## src/rtl/issue_pkg.sv

```systemverilog
// Shared types and constants for the decode-stage issue controller.
package issue_pkg;

  localparam logic [1:0] FWD_RF  = 2'b00;
  localparam logic [1:0] FWD_MEM = 2'b01;
  localparam logic [1:0] FWD_WB  = 2'b10;

  typedef struct packed {
    logic       valid;
    logic [4:0] rd;
    logic       wen;
    logic       load;
  } sb_slot_t;

  // The EX-slot producer moves to MEM as the consumer enters EX, hence FWD_MEM.
  function automatic logic [1:0] fwd_sel(input logic ex_hit, input logic mem_hit);
    if (ex_hit) begin
      return FWD_MEM;
    end else if (mem_hit) begin
      return FWD_WB;
    end
    return FWD_RF;
  endfunction

endpackage

```

## src/rtl/sb_match.sv

```systemverilog
// Scoreboard slot lookup: hit when the slot will write a non-zero register equal to addr_i.
module sb_match
  import issue_pkg::*;
(
  input  sb_slot_t   slot_i,
  input  logic [4:0] addr_i,
  output logic       hit_o
);

  assign hit_o = slot_i.valid & slot_i.wen & (slot_i.rd == addr_i) & (addr_i != 5'd0);

endmodule

```

## src/rtl/issue_ctrl.sv

```systemverilog
// Decode-stage issue controller: EX/MEM/WB scoreboard, stalls, flushes and forwarding selects.
// Define ISSUE_CTRL_FWD_EN to enable EX forwarding and the ID-stage WB bypass.
module issue_ctrl
  import issue_pkg::*;
#(
  parameter int unsigned CNT_W = 16
) (
  input  logic             i_clk,
  input  logic             i_rst_n,
  input  logic             i_id_valid,
  input  logic [4:0]       i_rs1_raddr,
  input  logic [4:0]       i_rs2_raddr,
  input  logic [4:0]       i_id_rd,
  input  logic             i_id_reg_write,
  input  logic             i_id_is_load,
  input  logic             i_ex_redirect,
  input  logic             i_mem_busy,
  output logic             o_issue,
  output logic             o_if_stall,
  output logic             o_id_flush,
  output logic [1:0]       o_fwd_rs1,
  output logic [1:0]       o_fwd_rs2,
  output logic             o_id_byp_rs1,
  output logic             o_id_byp_rs2,
  output logic [CNT_W-1:0] o_stall_cnt
);

  // Slot 0 = EX, 1 = MEM, 2 = WB.
  sb_slot_t         sb_q [3];
  sb_slot_t         sb_d [3];
  logic [2:0]       hit_rs1;
  logic [2:0]       hit_rs2;
  logic             hazard;
  logic             issue;
  logic             if_stall;
  logic             id_flush;
  logic             stall_cycle;
  logic [CNT_W-1:0] cnt_q;
  logic [CNT_W-1:0] cnt_d;

  for (genvar g = 0; g < 3; g++) begin : g_match
    sb_match u_match_rs1 (
      .slot_i (sb_q[g]),
      .addr_i (i_rs1_raddr),
      .hit_o  (hit_rs1[g])
    );
    sb_match u_match_rs2 (
      .slot_i (sb_q[g]),
      .addr_i (i_rs2_raddr),
      .hit_o  (hit_rs2[g])
    );
  end

`ifdef ISSUE_CTRL_FWD_EN
  assign hazard = sb_q[0].load & (hit_rs1[0] | hit_rs2[0]);
`else
  // Without forwarding, any in-flight writer of a source blocks issue until it retires.
  assign hazard = |{hit_rs1, hit_rs2};
`endif

  // Outputs held low while in reset so nothing issues from a half-reset pipeline.
  always_comb begin
    issue       = 1'b0;
    if_stall    = 1'b0;
    id_flush    = 1'b0;
    stall_cycle = 1'b0;
    if (!i_rst_n) begin
      issue = 1'b0;
    end else if (i_mem_busy) begin
      if_stall = 1'b1;
    end else if (i_ex_redirect) begin
      id_flush = 1'b1;
    end else if (i_id_valid && hazard) begin
      if_stall    = 1'b1;
      stall_cycle = 1'b1;
    end else begin
      issue = i_id_valid;
    end
  end

  assign o_issue    = issue;
  assign o_if_stall = if_stall;
  assign o_id_flush = id_flush;

  always_comb begin
    sb_d = sb_q;
    if (!i_mem_busy) begin
      sb_d[2] = sb_q[1];
      sb_d[1] = sb_q[0];
      sb_d[0] = '0;
      if (issue) begin
        sb_d[0] = '{valid: 1'b1, rd: i_id_rd, wen: i_id_reg_write, load: i_id_is_load};
      end
    end
  end

  always_comb begin
    cnt_d = cnt_q;
    if (stall_cycle && !(&cnt_q)) begin
      cnt_d = cnt_q + CNT_W'(1);
    end
  end

  always_ff @(posedge i_clk or negedge i_rst_n) begin
    if (!i_rst_n) begin
      sb_q  <= '{default: '0};
      cnt_q <= '0;
    end else begin
      sb_q  <= sb_d;
      cnt_q <= cnt_d;
    end
  end

  assign o_stall_cnt = cnt_q;

`ifdef ISSUE_CTRL_FWD_EN
  logic [1:0] fwd_rs1_q;
  logic [1:0] fwd_rs1_d;
  logic [1:0] fwd_rs2_q;
  logic [1:0] fwd_rs2_d;

  always_comb begin
    fwd_rs1_d = fwd_rs1_q;
    fwd_rs2_d = fwd_rs2_q;
    if (!i_mem_busy) begin
      fwd_rs1_d = issue ? fwd_sel(hit_rs1[0], hit_rs1[1]) : FWD_RF;
      fwd_rs2_d = issue ? fwd_sel(hit_rs2[0], hit_rs2[1]) : FWD_RF;
    end
  end

  always_ff @(posedge i_clk or negedge i_rst_n) begin
    if (!i_rst_n) begin
      fwd_rs1_q <= FWD_RF;
      fwd_rs2_q <= FWD_RF;
    end else begin
      fwd_rs1_q <= fwd_rs1_d;
      fwd_rs2_q <= fwd_rs2_d;
    end
  end

  assign o_fwd_rs1    = fwd_rs1_q;
  assign o_fwd_rs2    = fwd_rs2_q;
  assign o_id_byp_rs1 = hit_rs1[2] & ~hit_rs1[1] & ~hit_rs1[0];
  assign o_id_byp_rs2 = hit_rs2[2] & ~hit_rs2[1] & ~hit_rs2[0];
`else
  assign o_fwd_rs1    = FWD_RF;
  assign o_fwd_rs2    = FWD_RF;
  assign o_id_byp_rs1 = 1'b0;
  assign o_id_byp_rs2 = 1'b0;
`endif

endmodule

```

## config.mk

```make
export PLATFORM = sky130hd
export DESIGN_NAME = issue_ctrl
export DESIGN_NICKNAME = d
export VERILOG_FILES = /design/src/rtl/issue_pkg.sv /design/src/rtl/sb_match.sv /design/src/rtl/issue_ctrl.sv
export SDC_FILE = /design/constraint.sdc
export NUM_CORES = 1
export LEC_CHECK = 0
export ABC_AREA = 1
export CORE_UTILIZATION = 54
export DETAILED_ROUTE_END_ITERATION = 7
export PLACE_DENSITY = 0.81
export SLEW_MARGIN = 20
export SYNTH_ARGS = -nofsm -noshare
export SYNTH_HDL_FRONTEND = slang
export SYNTH_HIERARCHICAL = 1
export SYNTH_SLANG_ARGS = --single-unit
```

## constraint.sdc

```tcl
create_clock -name i_clk -period 2.2 [get_ports i_clk]
set_input_delay 0.66 -clock i_clk [delete_from_list [all_inputs] [get_ports i_clk]]
set_output_delay 0.66 -clock i_clk [all_outputs]
set_load 0.1 [all_outputs]
```

==> metrics.txt, run 1 <==
DRC 0; class of the tightest hold or removal check input port to async pin; Die X 71.7 um; Vert. Die Dim 71.7 um; Critical Path RT 1.54 ns; critical path class flip-flop to output pin; antenna-violating nets left 0; fin. max-slew vios 0; Crit path top cell by count nor2_1; violated checks setup timing; Total GRT Usage 0.290; clock power share 0.364; placed cell area 3380 sq um; worst r2r src sb_q[22]; Storage cell area 931 sq um; area occupied by multi-input gates 1410 sq um; Seq pwr share 0.428; DP Worst Slack -0.911 ns; Synth Instances 439; H-tree level count 2; max_cap viols 0; Clock Tree Buf Depth 2; critical path cell sequence inv_1 > nand2_2 > nand2_1 > nor2_1 > nand3_1 > nor2_1 > nor2_1 > nand3_2 > nand3_2 > a21boi_4 > buf_12; Initial Utilization 0.560; clk slew on worst S/H paths 0.08 ns; layout cell share with drive strength beyond 1 0.196; Detailed Route WL 7200 um; Via Count 2810; internal power 1.21 mW; Fin Setup TNS -0.786 ns; vias in the first global route 2647; skew final 0.00345 ns; VDD IR max 0.291 mV; setup ws final -0.419 ns; leakage 1.89 nW; # rows 25; Syn. warnings 6; combinational share of power 0.207; minimum clock period 2.62 ns; Mean Syn Cell Area 5.98 sq um; n_diodes 0; Total Power 1.71 mW; slowest CP cell dfrtp_1; hpwl dp 4900 um; I/O pin total 47; RSZ-0062 raised after global routing yes; Port-buffer cells 39; CP Capture Type output pin; synth-to-layout area growth 41.8%; mean routed wirelength per cell 12.9 um; fill count 339; pin count of the biggest net entering global routing 38; Core Region 4690 sq um; Post-Syn Area 2630 sq um; CP Launch Type flip-flop; full die area 5150 sq um; CTS tree built; Pwr per Cell Area 460 nW/um^2; Peak Freq 382 MHz; Worst EP arrival 1.96 ns; 1st-pass router iterations 4; Num CTS Buffers 5; R2R Setup Slk 0.11 ns; first-pass GRT wire length 11500 um; total gr overflow 0; sw frac 0.293; final instance area 3720 sq um; R2R cell count 15; status finished, violations left; routability cong. 0.911; nets 526; Setup violations, final 2; sw power 0.501 mW; initial drt markers 180; fin util 0.794; crit-path max FO 3; Root Driver clkbuf_8; final period utilization 1.19; Worst path max stage delay 0.40 ns; worst reg2reg path endpoint o_stall_cnt[10]; worst skew pair latency 0.29 ns; Via density 5.04; final hold viol count 0; initial antenna violation count 0; Num Clock Sinks 37
[cells in the final DEF (no fill, tap or decap), types with 3 or more instances in the layout]
cell type,n
a21oi_1,4
buf_12,25
buf_4,20
buf_6,6
clkbuf_8,6
clkdlybuf4s50_1,7
conb_1,6
dfrtp_1,33
dfrtp_2,4
inv_1,69
inv_2,10
nand2_1,189
nand2_2,4
nand3_1,17
nand3_2,5
nand4_1,6
nor2_1,45
nor2_2,3
nor2_4,6
o21ai_0,8
o21ai_1,10
xnor2_1,4
xor2_1,3
[power groups by stage]
stage / registers, mW / logic (mW) / clock network [mW]
floorplan: 0.750 / 0.179 / 0
global placement: 0.744 / 0.301 / 0
detailed placement: 0.744 / 0.307 / 0
CTS: 0.731 / 0.339 / 0.636
global route: 0.736 / 0.384 / 0.668
finish: 0.733 / 0.355 / 0.623
[area by class of cell]
class,count,share of cell area
clock buffers,6,0.0222
clock inverters,2,0.0101
inverters,80,0.0813
multi-input cells,315,0.379
flip-flops and latches,37,0.250
well taps,54,0.0181
repair buffers,64,0.239
[worst max-delay path, delay by kind of cell (launching register included)]
kind / cells / cell delay (ns)
compound gates: 1 / 0.18
buf+inv: 2 / 0.29
flops: 1 / 0.40
simple gates: 8 / 0.77
[metal layers]
layer / share of wire / vias up / wire, um / GRT usage
met3: 0.036 / 16 / 260 / 0.0492
met2: 0.53 / 85 / 3790 / 0.536
met5: 0 / - / 0 / 0
met4: 0.022 / 0 / 161 / 0.113
li1: - / 1423 / - / -
met1: 0.42 / 1286 / 2990 / 0.333
[through the flow]
step	hold slack, ns	cells
2_1_floorplan	0.364	444
3_5_place_dp	0.498	542
3_3_place_gp	0.495	542
5_1_grt	0.494	558
6_report	0.464	558
4_1_cts	0.469	556
[how the worst max path moves through the flow]
stage                     slack [ns]    endpoint            from
after floorplan                -0.32  o_if_stall  i_rs2_raddr[0]
after global placement         -0.89  o_if_stall  i_rs1_raddr[3]
after detailed placement       -0.91  o_if_stall  i_rs2_raddr[3]
after CTS                      -0.31     o_issue  i_rs1_raddr[3]
after global routing           -0.47  o_if_stall        sb_q[20]
final                          -0.42  o_if_stall        sb_q[22]
[sequential cells by signal, indices dropped and copies added, names as in the netlist]
register     cells
sb_q            21
o_stall_cnt     16
[repair_timing]
action	CTS	global route
buffers inserted	4	1
gates cloned	2	1
pin swaps	24	14
setup endpoints to repair	25	3
hold buffers	0	0
gates resized for setup	91	13
Note: power is estimated with default switching activity, not from simulation.
==> inputs of run 2 (changes only) <==
Settings changed: REMOVE_ABC_BUFFERS from default to 1.
==> run 2 against run 1 <==
Against the previous run:
- the flow still finishes with violations (setup timing)
- combinational power hardly changed
- sequential share of layout area is 0.21 points higher
- setup slack worse by 0.020 ns
- cell count is 0.18% higher
- power is 10% lower
- die area stayed put
- global-route usage is 0.085 points higher
- critical path type unchanged
- critical endpoint unchanged
==> metrics.txt, run 2 (synthesis gave the netlist of run 1 again) <==
status finished, violations left; violated checks setup timing; Min-Delay Endpoint sb_q[7]; initial antenna violation count 0 (unchanged); Critical Path RT 1.54 ns (about the same); hpwl dp 5180 um (+5.8%); Worst EP arrival 1.98 ns (+0.02 ns); max_cap viols 0 (unchanged); pin count of the biggest net entering global routing 38 (unchanged); DRC 0 (unchanged); worst skew pair latency 0.30 ns (about the same); Largest register FFs 21 (unchanged); initial drt markers 244 (+36%); # rows 25 (unchanged); Cells after DPL 547 (+0.92%); Setup violations, final 2 (unchanged); skew final 0.0151 ns (+0.0116 ns); Vert. Die Dim 71.7 um (unchanged); WHS 0.534 ns (+0.0697 ns); antenna-violating nets left 0 (unchanged); layout cell share with drive strength beyond 1 0.224 (+0.0273); leakage 1.87 nW (-1.3%); R2R Setup Slk 0.08 ns (-0.03 ns); critical path class flip-flop to output pin; CTS tree built; class of the tightest hold or removal check flip-flop to flip-flop; Num Clock Sinks 37 (unchanged); 1st-pass router iterations 4 (unchanged); vias in the first global route 2567 (-3.0%); R2R cell count 16 (+1); mean routed wirelength per cell 13.2 um (+2.1%); worst reg2reg path endpoint o_stall_cnt[12]; crit-path max FO 5 (+2); routability cong. 0.972 (+6.7%); I/O pin total 47 (unchanged); Port-buffer cells 39 (unchanged); nets 529 (+0.57%); hold_buf cts 0 (unchanged); Num CTS Buffers 5 (unchanged); setup ws final -0.438 ns (-0.0195 ns); Pwr per Cell Area 416 nW/um^2 (-9.4%); VDD IR max 0.261 mV (-10%); RSZ-0062 raised after global routing yes; fin. max-slew vios 0 (unchanged); Min-Delay Path Depth 2; final hold viol count 0 (unchanged); total gr overflow 0 (unchanged); clk slew on worst S/H paths 0.08 ns (about the same); Fin Setup TNS -0.810 ns (-0.0241 ns); Root Driver clkbuf_8; fin util 0.786 (-0.00773); Detailed Route WL 7360 um (+2.3%); CP Capture Type output pin; worst r2r src sb_q[20]; DP Worst Slack -1.02 ns (-0.113 ns); Clock Tree Buf Depth 2 (unchanged); Peak Freq 379 MHz (-0.74%); commonest non-fill, non-tap cell in the layout nand2_1; Total GRT Usage 0.291 (+0.000853); hold_sp sb_q[7]; most flop-heavy register sb_q; full die area 5150 sq um (unchanged); final period utilization 1.20 (+0.00889); Die X 71.7 um (unchanged); first-pass GRT wire length 11500 um (+0.42%); Initial Utilization 0.560 (unchanged); Core Region 4690 sq um (unchanged); non-filler cells, final 559 (+0.18%); Via density 5.07 (+0.67%); Via Count 2834 (+0.85%); synth-to-layout area growth 40.4%; minimum clock period 2.64 ns (+0.0195 ns); commonest non-fill, non-tap cells in the layout nand2_1 (186), inv_1 (74), dfrtp_1 (34); n_diodes 0 (unchanged); CP Launch Type flip-flop; H-tree level count 2 (unchanged)
==> run 2: cell count changes in the layout (fill, tap and decap cells not counted), sizes merged <==
cell,before,now
buf,54,57
clkinvlp,1,0
clkdlybuf4s50,7,8
clkbuf,7,6
clkinv,0,1
bufinv,1,0
dlygate4sd2,2,1
==> run 2: timing repair <==
item | 4_1_cts | 5_1_grt
pin swaps | 18 | 32
gates resized for setup | 69 | 54
cloned | 0 | 1
endpoints found under the setup margin | 25 | 19
setup buffers | 3 | 3
==> run 2: per-layer routing <==
layer  routed length [um]  track usage  share of wire  vias up
met5                    0            0              0        -
met4                  200       0.0959          0.027        0
met3                  341       0.0394          0.046       16
met2                 3900        0.534           0.53       92
met1                 2920        0.351           0.40     1303
li1                     -            -              -     1423
==> run 2: power breakdown <==
part           internal [mW]  switching [mW]  leakage (nW)  total [mW]
sequential             0.702          0.0290         0.486       0.731
clock                  0.209           0.239        0.0399       0.447
combinational          0.131           0.226          1.34       0.357
total                   1.04           0.494          1.87        1.54
==> run 2: worst max-delay path by stage <==
stage,cells after the start,from,end
6_report,12,sb_q[20],o_if_stall
3_3_place_gp,13,i_rs2_raddr[3],o_if_stall
5_1_grt,12,sb_q[20],o_if_stall
4_1_cts,13,i_rs2_raddr[0],o_if_stall
3_5_place_dp,13,i_rs2_raddr[3],o_if_stall
2_1_floorplan,10,i_rs2_raddr[0],o_if_stall
==> run 2: layout make-up <==
class	instances	area, sq um
repair buffers	67	841
multi-input cells	315	1470
flip-flops and latches	37	930
well taps	54	67.6
clock inverters	1	5.00
clock buffers	5	68.8
inverters	80	303
fillers	349	1000
==> run 2: metrics by stage <==
step	total power [mW]	instance area, sq um
detailed placement	1.06	3370
floorplan	0.912	2560
CTS	1.50	3480
global placement	1.05	3370
finish	1.54	3690
global route	1.60	3690
==> run 2: worst max-delay path, stage by stage, from the launching register on <==
cell,delay [ns]
dfrtp_1,0.44
inv_1,0.08
nand2_1,0.12
nand2_2,0.08
nor2_2,0.12
nand3_1,0.08
nor2_1,0.11
nor2_1,0.06
nand3_2,0.10
nand3_2,0.06
a21boi_1,0.13
buf_4,0.14
buf_12,0.16
==> inputs of run 3 (changes only) <==
Settings changed: CORE_UTILIZATION 54 to 58, CTS_CLUSTER_SIZE from default to 30, PLACE_DENSITY 0.81 to 0.86.
Clock period 2.2 ns to 3.17 ns, I/O delays scaled along.
==> run 3 against run 2 <==
Against the previous run:
- the run still ends with setup timing left
- via count fell by 4.3%
- setup slack better by 0.38 ns
- first-iteration DRC count fell by 35%
- non-clock buffer count down 15
- count of clock-buffer cells in the layout did not move
- power decreased by 32%
- cell count is 2.7% lower
- core utilization fell by 4.3 points
- sequential cell count unchanged
==> metrics.txt, run 3 (synthesis gave the netlist of run 1 again) <==
clk slew on worst S/H paths 0.07 ns (about the same); hpwl dp 4720 um (-8.9%); GRT Max-Usage Layer met2; I/O pin total 47 (unchanged); minimum clock period 3.23 ns; total gr overflow 0 (unchanged); Via Count 2712 (-4.3%); commonest non-fill, non-tap cell in the layout nand2_1; final period utilization 1.02; Num CTS Buffers 5 (unchanged); RSZ-0062 raised after global routing yes; placed cell area 3100 sq um (-8.0%); final instance area 3230 sq um (-12%); worst skew pair latency 0.29 ns (about the same); Root Driver clkbuf_8; synth-to-layout area growth 23.1%; nets 514 (-2.8%); fin. max-slew vios 0 (unchanged); sw power 0.336 mW (-32%); GR Layer Usage met2 0.530 (-0.00388); first-pass GRT wire length 11100 um (-4.0%); final hold viol count 0 (unchanged); grt met1 use 0.328 (-0.0226); CTS tree built; fin util 0.743 (-0.0433); Setup violations, final 2 (unchanged); Vert. Die Dim 69.3 um (-3.4%); violated checks setup timing; Pwr per Cell Area 322 nW/um^2 (-23%); full die area 4800 sq um (-6.7%); H-tree level count 2 (unchanged); setup ws final -0.0612 ns (+0.377 ns); R2R cell count 14 (-2); initial drt markers 158 (-35%); CP Launch Type input port; VDD IR max 0.225 mV (-14%); # rows 24 (-4.0%); Die X 69.3 um (-3.4%); class of the tightest hold or removal check flip-flop to flip-flop; Largest register FFs 21 (unchanged); Port-buffer cells 39 (unchanged); max_cap viols 0 (unchanged); Worst EP arrival 2.28 ns (+0.30 ns); most flop-heavy register sb_q; non-filler cells, final 544 (-2.7%); sw frac 0.322 (+0.000464); CP Capture Type output pin; clock power share 0.312 (+0.021); vias in the first global route 2517 (-1.9%); fill count 354 (+1.4%); Cells after DPL 536 (-2.0%); critical path class input port to output pin; Core Region 4350 sq um (-7.2%); Total GRT Usage 0.286 (-0.00550); antenna-violating nets left 0 (unchanged); Peak Freq 309 MHz; pin count of the biggest net entering global routing 38 (unchanged); commonest non-fill, non-tap cells in the layout nand2_1 (190), inv_1 (76), nor2_1 (44); layout cell share with drive strength beyond 1 0.150 (-0.0734); internal power 0.707 mW (-32%); hold_buf cts 0 (unchanged); Initial Utilization 0.603 (+0.0434); met3 GRT Util 0.0407 (+0.00132); Critical Path RT 2.22 ns (+0.68 ns); combinational share of power 0.201 (-0.032); Detailed Route WL 6390 um (-13%); Via density 4.99 (-1.7%); routability cong. 0.914 (-6.0%); DRC 0 (unchanged); Clock Tree Buf Depth 2 (unchanged); leakage 1.71 nW (-8.3%); Min-Delay Path Depth 2 (unchanged); 1st-pass router iterations 6 (+2); crit-path max FO 3 (-2); Seq pwr share 0.487 (+0.011); skew final 0.00553 ns (-0.00955 ns); status finished, violations left; initial antenna violation count 0 (unchanged); Num Clock Sinks 37 (unchanged); n_diodes 0 (unchanged); mean routed wirelength per cell 11.8 um (-11%)
-- run 3: cell count changes in the layout (fill, tap and decap cells not counted), sizes merged --
cell           before  now
dlygate4sd2         1    0
clkinv              1    2
clkinvlp            0    1
clkdlybuf4s50       8    9
clkbuf              6    5
buf                57   43
-- run 3: per-stage QoR --
stage	setup TNS, ns	hold slack [ns]	total power, mW	setup slack [ns]
floorplan	-1.93	0.468	0.633	-1.51
global placement	-1.10	0.495	0.714	-0.559
detailed placement	-1.16	0.519	0.719	-0.606
CTS	-0.117	0.536	1.04	-0.0612
global route	-0.230	0.575	1.09	-0.120
finish	-0.0724	0.529	1.04	-0.0612
-- run 3: repair_timing --
item / 4_1_cts / 5_1_grt
setup endpoints to repair: 2 / 2
buffers inserted: 0 / 0
gates cloned: 0 / 0
pin swaps: 11 / 12
resized for setup: 57 / 17
-- run 3: final cells by class --
type,instances,area (sq um),share of cell area
Clock inverter,3,17.5,0.00542
Multi-Input combinational cell,315,1390,0.430
Sequential cell,37,926,0.286
Clock buffer,5,68.8,0.0213
Tap cell,52,65.1,0.0201
Inverter,80,300,0.0929
Timing Repair Buffer,52,465,0.144
-- run 3: final timing paths --
check | start | endpoint | slack, ns
max | i_rs1_raddr[3] | o_issue | -0.06
min | sb_q[7] | sb_q[7] | 0.53
max reg2reg | sb_q[12] | o_stall_cnt[11] | 1.25
min reg2reg | sb_q[7] | sb_q[7] | 0.53
max in group asynchronous | i_rst_n | o_stall_cnt[13] | 2.06
min in group asynchronous | i_rst_n | o_stall_cnt[8] | 0.78
-- run 3: per-layer routing --
metal | vias to the layer above | part of all wire
met5 | - | 0
met1 | 1225 | 0.41
li1 | 1392 | -
met4 | 0 | 0.032
met3 | 18 | 0.043
met2 | 77 | 0.52
-- run 3: power by group through the flow --
stage | clock, mW | combinational, mW | sequential (mW)
CTS | 0.335 | 0.204 | 0.507
finish | 0.325 | 0.210 | 0.508
global route | 0.352 | 0.233 | 0.509
detailed placement | 0 | 0.203 | 0.516
global placement | 0 | 0.199 | 0.515
floorplan | 0 | 0.112 | 0.520
-- run 3: critical path: stages --
cell	delay [ns]
buf_8	0.10
buf_6	0.12
nor2_4	0.10
nand3_2	0.08
a21oi_2	0.15
nor2_2	0.06
nor2_2	0.11
nand3_2	0.12
buf_6	0.15
nor2_4	0.15
buf_12	0.20
